### config.mk
export PLATFORM = sky130hd
export DESIGN_NAME = truth_table_sequencer
export DESIGN_NICKNAME = d
export VERILOG_FILES = /design/src/rtl/truth_table_sequencer.sv
export SDC_FILE = /design/constraint.sdc
export NUM_CORES = 1
export LEC_CHECK = 0
export BUFFER_PORTS_ARGS = -buffer_cell sky130_fd_sc_hd__buf_2
export CAP_MARGIN = 10
export CORE_MARGIN = 3
export CORE_UTILIZATION = 54
export DETAILED_ROUTE_END_ITERATION = 8
export PLACE_DENSITY = 0.86
export SLEW_MARGIN = 10
export SYNTH_ARGS = -nofsm -noshare
export SYNTH_HDL_FRONTEND = slang
export SYNTH_SLANG_ARGS = --single-unit
### constraint.sdc
create_clock -name clk -period 2 [get_ports clk]
set_clock_uncertainty 0.05 [all_clocks]
set_input_delay 0.1 -clock clk [delete_from_list [all_inputs] [get_ports clk]]
set_output_delay 0.1 -clock clk [all_outputs]
set_load 0.05 [all_outputs]
### src/rtl/truth_table_sequencer.sv
// ---------------------------------------------------------------------------
// truth_table_sequencer
//
// Exhaustive-scan controller for a 4-input, 2-output combinational block.
// On a host start it drives {a,b,c,d} through all 16 minterms (a is the MSB
// of the vector index), holds each vector for SETTLE cycles, and samples the
// two function outputs into 16-bit truth tables. Any vector where the two
// outputs disagree is counted, and the index of the first disagreement is
// kept.
//
// Optional build macro:
//   MISMATCH_HALT_EN - when defined, the first mismatch ends the scan right
//                      after it is sampled; unscanned truth-table bits stay 0.
//
// Parameters:
//   SETTLE        cycles each vector is held before sampling (1..15)
//
// Ports:
//   clk           system clock, rising edge
//   rst           synchronous active-high reset
//   start         scan request, only honoured in IDLE
//   a, b, c, d    registered vector outputs to the function block
//   f_in, f2_in   the two function outputs being compared
//   busy          high while a scan is in progress
//   done          one-cycle pulse when the scan completes
//   tt_f, tt_f2   captured truth tables, bit idx = output at vector idx
//   mismatch_cnt  number of vectors where f_in != f2_in (0..16)
//   first_mm      index of the first mismatch (valid when mm_valid = 1)
//   mm_valid      high once any mismatch has been recorded
//   equal         set after done when no mismatch was seen, held until start
// ---------------------------------------------------------------------------
module truth_table_sequencer #(
  parameter int unsigned SETTLE = 1
) (
  input  logic        clk,
  input  logic        rst,
  input  logic        start,
  output logic        a,
  output logic        b,
  output logic        c,
  output logic        d,
  input  logic        f_in,
  input  logic        f2_in,
  output logic        busy,
  output logic        done,
  output logic [15:0] tt_f,
  output logic [15:0] tt_f2,
  output logic [4:0]  mismatch_cnt,
  output logic [3:0]  first_mm,
  output logic        mm_valid,
  output logic        equal
);

  typedef enum logic [1:0] {
    IDLE = 2'd0,
    SCAN = 2'd1,
    DONE = 2'd2
  } state_t;

  // Terminal value of the settle counter; the sample happens in the cycle
  // where cnt reaches it, i.e. at the edge ending the vector's last cycle.
  localparam logic [3:0] SETTLE_LAST = 4'(SETTLE - 1);

  state_t      state;
  state_t      state_nxt;

  logic [3:0]  idx;
  logic [3:0]  cnt;
  logic [3:0]  vec;

  logic        start_scan;
  logic        sample;
  logic        advance;
  logic        finish;
  logic        mm_now;
  logic        last_vec;

  assign mm_now = f_in ^ f2_in;

`ifdef MISMATCH_HALT_EN
  // A mismatch ends the scan as if this were the final vector.
  assign last_vec = (idx == 4'hF) || mm_now;
`else
  assign last_vec = (idx == 4'hF);
`endif

  // Vector outputs come straight from a register so they only move on edges.
  assign a = vec[3];
  assign b = vec[2];
  assign c = vec[1];
  assign d = vec[0];

  // -------------------------------------------------------------------------
  // FSM state register
  // -------------------------------------------------------------------------
  always_ff @(posedge clk) begin
    if (rst) begin
      state <= IDLE;
    end else begin
      state <= state_nxt;
    end
  end

  // -------------------------------------------------------------------------
  // FSM next-state and control decode
  // -------------------------------------------------------------------------
  always_comb begin
    state_nxt  = state;
    busy       = 1'b0;
    done       = 1'b0;
    start_scan = 1'b0;
    sample     = 1'b0;
    advance    = 1'b0;
    finish     = 1'b0;

    case (state)
      IDLE: begin
        if (start) begin
          start_scan = 1'b1;
          state_nxt  = SCAN;
        end
      end

      SCAN: begin
        busy = 1'b1;
        if (cnt == SETTLE_LAST) begin
          sample = 1'b1;
          if (last_vec) begin
            finish    = 1'b1;
            state_nxt = DONE;
          end else begin
            advance = 1'b1;
          end
        end
      end

      DONE: begin
        done      = 1'b1;
        state_nxt = IDLE;
      end

      default: begin
        state_nxt = IDLE;
      end
    endcase
  end

  // -------------------------------------------------------------------------
  // Scan datapath: vector/settle counters, capture and mismatch bookkeeping
  // -------------------------------------------------------------------------
  always_ff @(posedge clk) begin
    if (rst) begin
      idx          <= 4'd0;
      cnt          <= 4'd0;
      vec          <= 4'd0;
      tt_f         <= 16'd0;
      tt_f2        <= 16'd0;
      mismatch_cnt <= 5'd0;
      first_mm     <= 4'd0;
      mm_valid     <= 1'b0;
      equal        <= 1'b0;
    end else begin
      if (start_scan) begin
        idx          <= 4'd0;
        cnt          <= 4'd0;
        vec          <= 4'd0;
        tt_f         <= 16'd0;
        tt_f2        <= 16'd0;
        mismatch_cnt <= 5'd0;
        first_mm     <= 4'd0;
        mm_valid     <= 1'b0;
        equal        <= 1'b0;
      end

      if (busy && !sample) begin
        cnt <= cnt + 4'd1;
      end

      if (sample) begin
        tt_f[idx]  <= f_in;
        tt_f2[idx] <= f2_in;
        if (mm_now) begin
          // At most 16 samples per scan, so the 5-bit count cannot wrap.
          mismatch_cnt <= mismatch_cnt + 5'd1;
          if (!mm_valid) begin
            first_mm <= idx;
            mm_valid <= 1'b1;
          end
        end
      end

      if (advance) begin
        idx <= idx + 4'd1;
        vec <= idx + 4'd1;
        cnt <= 4'd0;
      end

      // Leaving SCAN parks the vector at 0 for DONE and IDLE.
      if (finish) begin
        vec <= 4'd0;
      end

      // mismatch_cnt was updated by the final sample on the edge entering
      // DONE, so it already reflects every scanned vector here.
      if (done) begin
        equal <= (mismatch_cnt == 5'd0);
      end
    end
  end

endmodule

**Yosys cells after proc, flatten, opt, wreduce, memory -nomap -nowiden**

Cells that the tools add are included.

- Muxes and demuxes: 42
- Equal/unequal tests: 6
- $lt $le $gt $ge: 2
- Reduce and logical (&&, ||, !) cells: 12
- Add/sub/neg operators: 3
- Bitwise operators: 1

Operator list:

| kind | number |
|---|---|
| 16-bit 2-to-1 mux | 6 |
| 16-bit bitwise mux | 2 |
| 4-bit 2-to-1 mux | 7 |
| 1-bit 2-to-1 mux | 19 |
| 5-bit 2-to-1 mux | 3 |
| 4-bit by 1-bit adder with 4-bit output (second input constant) | 2 |
| 2-bit 2-to-1 mux | 3 |
| 2-bit inequality test (second input constant) | 3 |
| 2-bit nonzero test | 3 |
| 5-bit by 1-bit adder with 5-bit output (second input constant) | 1 |
| 5-bit zero test | 1 |
| 4-bit by 5-bit < comparator with 1-bit output (second input constant) | 1 |
| 1-bit demux with 4-bit select | 1 |
| 4-bit == test (second input constant) | 1 |
| 4-bit by 1-bit >= comparator with 1-bit output (second input constant) | 1 |
| 4-bit zero test | 1 |
| 2-bit one-hot mux with 2 select lines | 1 |
| 2-bit OR reduction | 2 |
| 3-bit AND reduction | 1 |
| 2-bit by 1-bit == test with 1-bit output (second input constant) | 1 |
| 2-bit == test (second input constant) | 1 |
| 1-bit logical AND | 2 |
| 2-bit zero test | 1 |
| 1-bit zero test | 1 |
| 1-bit bitwise XOR | 1 |

- Output and inout port bits: 49
- Flip-flop bits (word level): 57
- Word-level logic and storage cells: 76
- Input bits: 5

**Longest topological paths before layout**

Gate-level depths: netlist (run 1).

- Depth after elaboration: 6
- Depth in mapped cells: 7
- Depth with buffers taken out: 6

**Worst setup path before layout (run 1)**

No wires, ideal clock.

- Kind: flip-flop to flip-flop
- From: register cnt[1]
- To: register first_mm[0]
- Data required time: 1.834 ns
- Arrival: 1.509 ns
- Path buffers: 0
- Path slack: 0.325 ns
- Clock period less this slack: 1.675 ns
- Cell stages (with the launch flop): 7
- Library setup time: 0.116 ns
- Path through: dfxtp_1 -> inv_1 -> ha_1 -> nor3b_4 -> nand3_4 -> or2_1 -> a31o_2

- Longest elaborated chain between the ends: 4

Ends and longest elaborated chain:

| element | RTL line | source |
|---|---|---|
| start, declared | 68 | `logic [3:0] cnt;` |
| start signal, assigned | 176 | `cnt <= cnt + 4'd1;` |
| 4-bit zero test | 126 | `if (cnt == SETTLE_LAST) begin` |
| 1-bit 2-to-1 mux | 126 |  |
| 1-bit 2-to-1 mux | 116 | `case (state)` |
| 4-bit 2-to-1 mux | 179 | `if (sample) begin` |
| end signal, assigned | 186 | `first_mm <= idx;` |
| end, declared | 49 | `output logic [3:0] first_mm,` |

Every way passes these cells.
A chain may end at the register's enable or synchronous reset.

**Worst setup path in the final report (run 1)**

- From: register cnt[0]
- To: register tt_f[14]

- Longest elaborated chain between the ends: 4

Ends and longest elaborated chain:

| element | RTL line | source |
|---|---|---|
| 4-bit zero test | 126 |  |
| 1-bit 2-to-1 mux | 126 |  |
| 1-bit 2-to-1 mux | 116 |  |
| 16-bit 2-to-1 mux | 179 |  |
| end signal, assigned by index | 180 | `tt_f[idx] <= f_in;` |
| end, declared | 46 | `output logic [15:0] tt_f,` |

Every way passes these cells.

==> results.json, run 1 <==
{
  "worstPathArrival_ns": 2.05,
  "wl_met3_um": 276,
  "path_depth": 6,
  "grt_overflow": 0,
  "portBuffers": 53,
  "nets": 337,
  "hold_class": "input port to flip-flop",
  "synth_cells": 268,
  "grt_pass1_vias": 1951,
  "wl_um": 5570,
  "top_layer_used": "met4",
  "synthArstFlopShare_pct": 0,
  "syn_to_final_growth_pct": 17.6,
  "critical_path.cell_chain": "inv_1 > ha_1 > or3b_4 > nor2_4 > nand4_1 > mux2i_1",
  "syn-cell-area_sq_um": 2520,
  "finalHoldViolations": 0,
  "syn-num-nets": 281,
  "syn_area_per_cell_sq_um": 9.41,
  "ys_types": 46,
  "worstSetupPathType": "flip-flop to flip-flop",
  "num_io_pins": 54,
  "ys.flop_type": "dfxtp_1",
  "setup_viol": 0,
  "dr.pass1.iters": 4,
  "worstMarginPinSlew_ns": 0.534,
  "rr_endpoint": "tt_f[14]$_SDFF_PP0_",
  "die_x_um": 74.3,
  "yosys_warnings": 0,
  "fin_area_sq_um": 2960,
  "antenna_found_initial": 0,
  "n_antenna_cell": 0,
  "wl_met1_um": 2420,
  "drc": 0,
  "clk_root_buffer_cell": "clkbuf_8",
  "p_leak_uw": 0.00142,
  "via_per_inst": 5.63,
  "synth_edf_count": 0,
  "synth_commonest_cells": "57 x dfxtp_1, 38 x nand2_1, 32 x nand3_1",
  "path_clk_slew_ns": 0.06,
  "placed_area_sq_um": 2780,
  "clock-sinks": 57,
  "cts_max_level": 3,
  "clock.fmax_ghz": 0.522,
  "holdWs_ns": 0.0144,
  "rr_worst_depth": 6,
  "row_count": 24,
  "die-area_sq_um": 5520,
  "slew-limit-headroom_pct": 64.3,
  "crit_family": "simple AND/OR/NAND/NOR gates",
  "place_ws_ns": 0.114,
  "ant_nets": 0,
  "synth_seq_area_share_pct": 45.3,
  "r2r_setup_slack_ns": 0.08,
  "post-route-util_pct": 66.7,
  "cts_buffers": 9,
  "grt_pass1_wl_um": 9050,
  "vias": 2140,
  "slowest_stage": "or3b_4",
  "start_util_pct": 56.7,
  "ys_seq_elements": 57,
  "finalMaxSlewViolations": 0,
  "cp_max_fo": 14,
  "gr-usage-all-layers_pct": 21.6,
  "setup_ws_ns": 0.0827,
  "post-route-period-util_pct": 95.9,
  "startpoint_type": "flip-flop",
  "rsz0062_at_grt": "true",
  "synth_top_area_share_pct": 45.3,
  "drv_cap": 0,
  "wl_per_cell_um": 14.7,
  "grt_max_degree": 38,
  "drt-initial-drc-count": 153,
  "ir_drop_mv": 0.441,
  "r2r_start": "cnt[0]$_SDFFE_PP0P_",
  "dpl.hpwl_um": 3910,
  "core-area_sq_um": 4440,
  "status": "finished, final reports clean",
  "cts_max_path_buffers": 2,
  "synth_area_leaders": "dfxtp_1 45%, mux2i_1 9.9%, nand3_1 6.4%",
  "finalSetupTns_ns": 0,
  "endpoint": "tt_f[14]$_SDFF_PP0_",
  "yosysMostFrequentCell": "dfxtp_1",
  "powerDensity_nw_per_um2": 759,
  "critPathBufInv": 1,
  "crit_path_end_kind": "flip-flop",
  "yosysTopAreaCell": "dfxtp_1",
  "die_h_um": 74.3,
  "post-route-min-period_ns": 1.92,
  "layout-drive-gt1-share_pct": 27.1,
  "wl_met2_um": 2760,
  "clock_latency_ns": 0.33,
  "gp_congestion": 0.904,
  "slowest_delay_ns": 0.42,
  "cp_data_required_time_ns": 2.13,
  "cts_tree": "yes",
  "cp-startpoint": "cnt[0]$_SDFFE_PP0P_"
}
## cells by family after synthesis
family	count (synthesis)	share of synthesized area, %
buf+inv	24	5.66
compound gates	35	8.78
flops	57	45.3
simple gates	113	24.1
fa+ha+maj	8	3.97
mux	27	10.8
xor+xnor	4	1.39
## worst min-delay path by stage
| stage | start | slack (ns) | to | cells after the start |
|---|---|---|---|---|
| 2_1_floorplan | f2_in | 0.20 | tt_f2[15]$_SDFF_PP0_ | 2 |
| 3_3_place_gp | f2_in | 0.36 | tt_f2[15]$_SDFF_PP0_ | 3 |
| 3_5_place_dp | f_in | 0.35 | tt_f[15]$_SDFF_PP0_ | 3 |
| 4_1_cts | f2_in | 0.0004 | tt_f2[15]$_SDFF_PP0_ | 3 |
| 5_1_grt | f2_in | 0.03 | tt_f2[15]$_SDFF_PP0_ | 3 |
| 6_report | f2_in | 0.01 | tt_f2[15]$_SDFF_PP0_ | 3 |
## area by class of cell
class | count | area, sq um
Fill cell | 360 | 1480
Multi-Input combinational cell | 187 | 1240
Sequential cell | 57 | 1140
Timing Repair Buffer | 60 | 320
Clock buffer | 11 | 141
Tap cell | 52 | 65.1
Inverter | 9 | 38.8
Clock inverter | 4 | 20.0
## sequential cells by signal, indices dropped and copies added (netlist names)
| register | cells |
|---|---|
| equal | 1 |
| idx | 4 |
| mismatch_cnt | 5 |
| tt_f | 16 |
| mm_valid | 1 |
| first_mm | 4 |
| cnt | 4 |
| tt_f2 | 16 |
| vec | 4 |
| state | 2 |
## metal layers
metal  GRT usage (%)  vias up
met5               0        -
met4            10.5        0
met3            5.41       10
met2            35.4       54
met1            26.7     1019
li1                -     1057
## power by group
part	switching, uW	total [uW]	internal, uW
Combinational	143	197	54.0
Clock	425	891	467
Sequential	12.3	1160	1150
Total	580	2250	1670
## tightest hold or removal path, stage by stage
cell and delay [ns]:
buf_2 0.12, nand3_1 0.07, a21oi_1 0.05
## metrics by stage
| stage | power (uW) | instances |
|---|---|---|
| CTS | 2260 | 378 |
| finish | 2250 | 380 |
| global route | 2340 | 380 |
| detailed placement | 1380 | 362 |
| floorplan | 1340 | 268 |
| global placement | 1370 | 362 |
## cell usage in the layout, fill, tap and decap left out, types with 4 or more instances in the layout
master and count:
a21oi_1 12, nor2_1 9, buf_4 6, dfxtp_1 57
nand3_1 32, a31o_2 6, o21ai_0 8, mux2i_1 25
clkinv_2 4, ha_1 8, buf_2 53, clkbuf_8 10
nand2_1 38, inv_1 8, nand4_1 6
## what timing repair did
action	CTS	global route
hold endpoints to repair	1	0
resized for setup	0	0
hold buffers	1	0
buffers inserted	0	2
setup endpoints to repair	0	3
No activity file was read; power rests on OpenSTA's default activity.
==> inputs of run 2 (changes only) <==
- CORE_ASPECT_RATIO: default -> 1.25
==> results.json, run 2 (synthesis gave the netlist of run 1 again) <==
{
  "status": "finished, final reports clean",
  "cp_data_required_time_ns": 2.14,
  "startpoint_type": "flip-flop",
  "wl_um": 5830,
  "row_count": 27,
  "dp.cells": 368,
  "dr.pass1.iters": 4,
  "dpl.hpwl_um": 4000,
  "final-instance-count-excl-fill": 385,
  "ir_drop_mv": 0.744,
  "worstPathArrival_ns": 2.00,
  "core-area_sq_um": 4460,
  "die-area_sq_um": 5530,
  "slew-limit-headroom_pct": 64.6,
  "hold_buffers": 0,
  "cts_max_level": 3,
  "grt_pass1_wl_um": 9320,
  "clock_latency_ns": 0.33,
  "critical_path.cell_chain": "inv_1 > ha_1 > or3b_4 > nor2_4 > buf_12 > nand4_1 > mux2i_1",
  "die_x_um": 67.1,
  "cts_tree": "yes",
  "finalMaxSlewViolations": 0,
  "gr-usage-all-layers_pct": 22.8,
  "start_util_pct": 56.5,
  "clk_root_buffer_cell": "clkbuf_8",
  "cts_buffers": 9,
  "powerDensity_nw_per_um2": 807,
  "drt-initial-drc-count": 123,
  "setup_viol": 0,
  "path_clk_slew_ns": 0.06,
  "cts_max_path_buffers": 2,
  "crit_family": "simple AND/OR/NAND/NOR gates",
  "hold_class": "input port to flip-flop",
  "num_io_pins": 54,
  "vias": 2139,
  "layout_common_cells": "57 x dfxtp_1, 53 x buf_2, 38 x nand2_1",
  "crit_path_end_kind": "flip-flop",
  "n_antenna_cell": 0,
  "drv_cap": 0,
  "portBuffers": 53,
  "clock-sinks": 57,
  "worstMarginPinSlew_ns": 0.529,
  "p_leak_uw": 0.00143,
  "syn_to_final_growth_pct": 19.0,
  "slowest_delay_ns": 0.43,
  "nets": 335,
  "grt_max_degree": 38,
  "worstSetupPathType": "flip-flop to flip-flop",
  "layout-drive-gt1-share_pct": 27.5,
  "drc": 0,
  "cp_max_fo": 15,
  "finalSetupTns_ns": 0,
  "final_common_cell": "dfxtp_1",
  "grt_overflow": 0,
  "top_regs": "tt_f2 (16), tt_f (16), mismatch_cnt (5)",
  "grt_pass1_vias": 2016,
  "gp_congestion": 0.824,
  "slowest_stage": "or3b_4",
  "critPathBufInv": 2,
  "ant_nets": 0,
  "wl_per_cell_um": 15.1,
  "post-route-min-period_ns": 1.86,
  "die_h_um": 82.4,
  "post-route-period-util_pct": 93.2,
  "via_per_inst": 5.56,
  "rsz0062_at_grt": "false",
  "clock.fmax_ghz": 0.537,
  "antenna_found_initial": 0,
  "finalHoldViolations": 0
}
==> run 2: changes by cell type in the layout (fill, tap and decap cells not counted) <==
cell | previous run | this run
clkinvlp_4 | 0 | 1
buf_4 | 6 | 4
clkbuf_1 | 1 | 0
bufinv_16 | 0 | 1
dlygate4sd3_1 | 1 | 0
buf_12 | 0 | 1
==> run 2: routing by layer <==
layer | track usage [%] | vias up | wire length (um)
li1 | - | 1050 | -
met1 | 25.0 | 1008 | 2480
met2 | 38.8 | 71 | 2940
met3 | 8.53 | 10 | 321
met4 | 10.1 | 0 | 92
met5 | 0 | - | 0
==> run 2: path summary, 6_finish.rpt <==
kind	startpoint	to	slack [ns]	cells after the start
worst max-delay path	cnt[1]$_SDFFE_PP0P_	tt_f2[12]$_SDFF_PP0_	0.14	7
worst min-delay path	f2_in	tt_f2[15]$_SDFF_PP0_	0.01	3
worst max register to register	cnt[1]$_SDFFE_PP0P_	tt_f2[12]$_SDFF_PP0_	0.14	7
worst min register to register	tt_f[0]$_SDFF_PP0_	tt_f[0]$_SDFF_PP0_	0.41	2
==> run 2: through the flow <==
| stage | utilization [%] | hold slack (ns) | area, sq um | total power (uW) | worst slack [ns] |
|---|---|---|---|---|---|
| after floorplan | - | 0.198 | 2520 | 1340 | 0.325 |
| after global placement | 62.5 | 0.357 | 2790 | 1370 | 0.169 |
| after detailed placement | 62.5 | 0.362 | 2790 | 1380 | 0.117 |
| after CTS | 66.8 | 0.00198 | 2980 | 2430 | 0.0912 |
| after global routing | 67.3 | 0.0310 | 3000 | 2500 | 0.0449 |
| final | 67.3 | 0.0124 | 3000 | 2420 | 0.137 |
==> run 2: power breakdown <==
| group | internal [uW] | total [uW] | switching, uW | leakage (uW) |
|---|---|---|---|---|
| logic | 55.6 | 199 | 143 | 0.000867 |
| clock network | 599 | 1060 | 459 | 0.000102 |
| registers | 1150 | 1160 | 14.4 | 0.000460 |
==> run 2: what timing repair did <==
action,4_1_cts,5_1_grt
buffers inserted,0,1
setup endpoints to repair,0,22
resized for setup,0,0
==> run 2: final cells by class <==
type	count	area (sq um)
multi-input combinational	187	1240
clock buffer	10	138
clock inverter	6	57.6
inverter	9	38.8
tap	58	72.6
timing repair buffer	58	315
fill	371	1460
sequential	57	1140
==> run 2: worst min-delay path, stage by stage <==
cell and delay (ns):
buf_2 0.12, nand3_1 0.07, a21oi_1 0.05
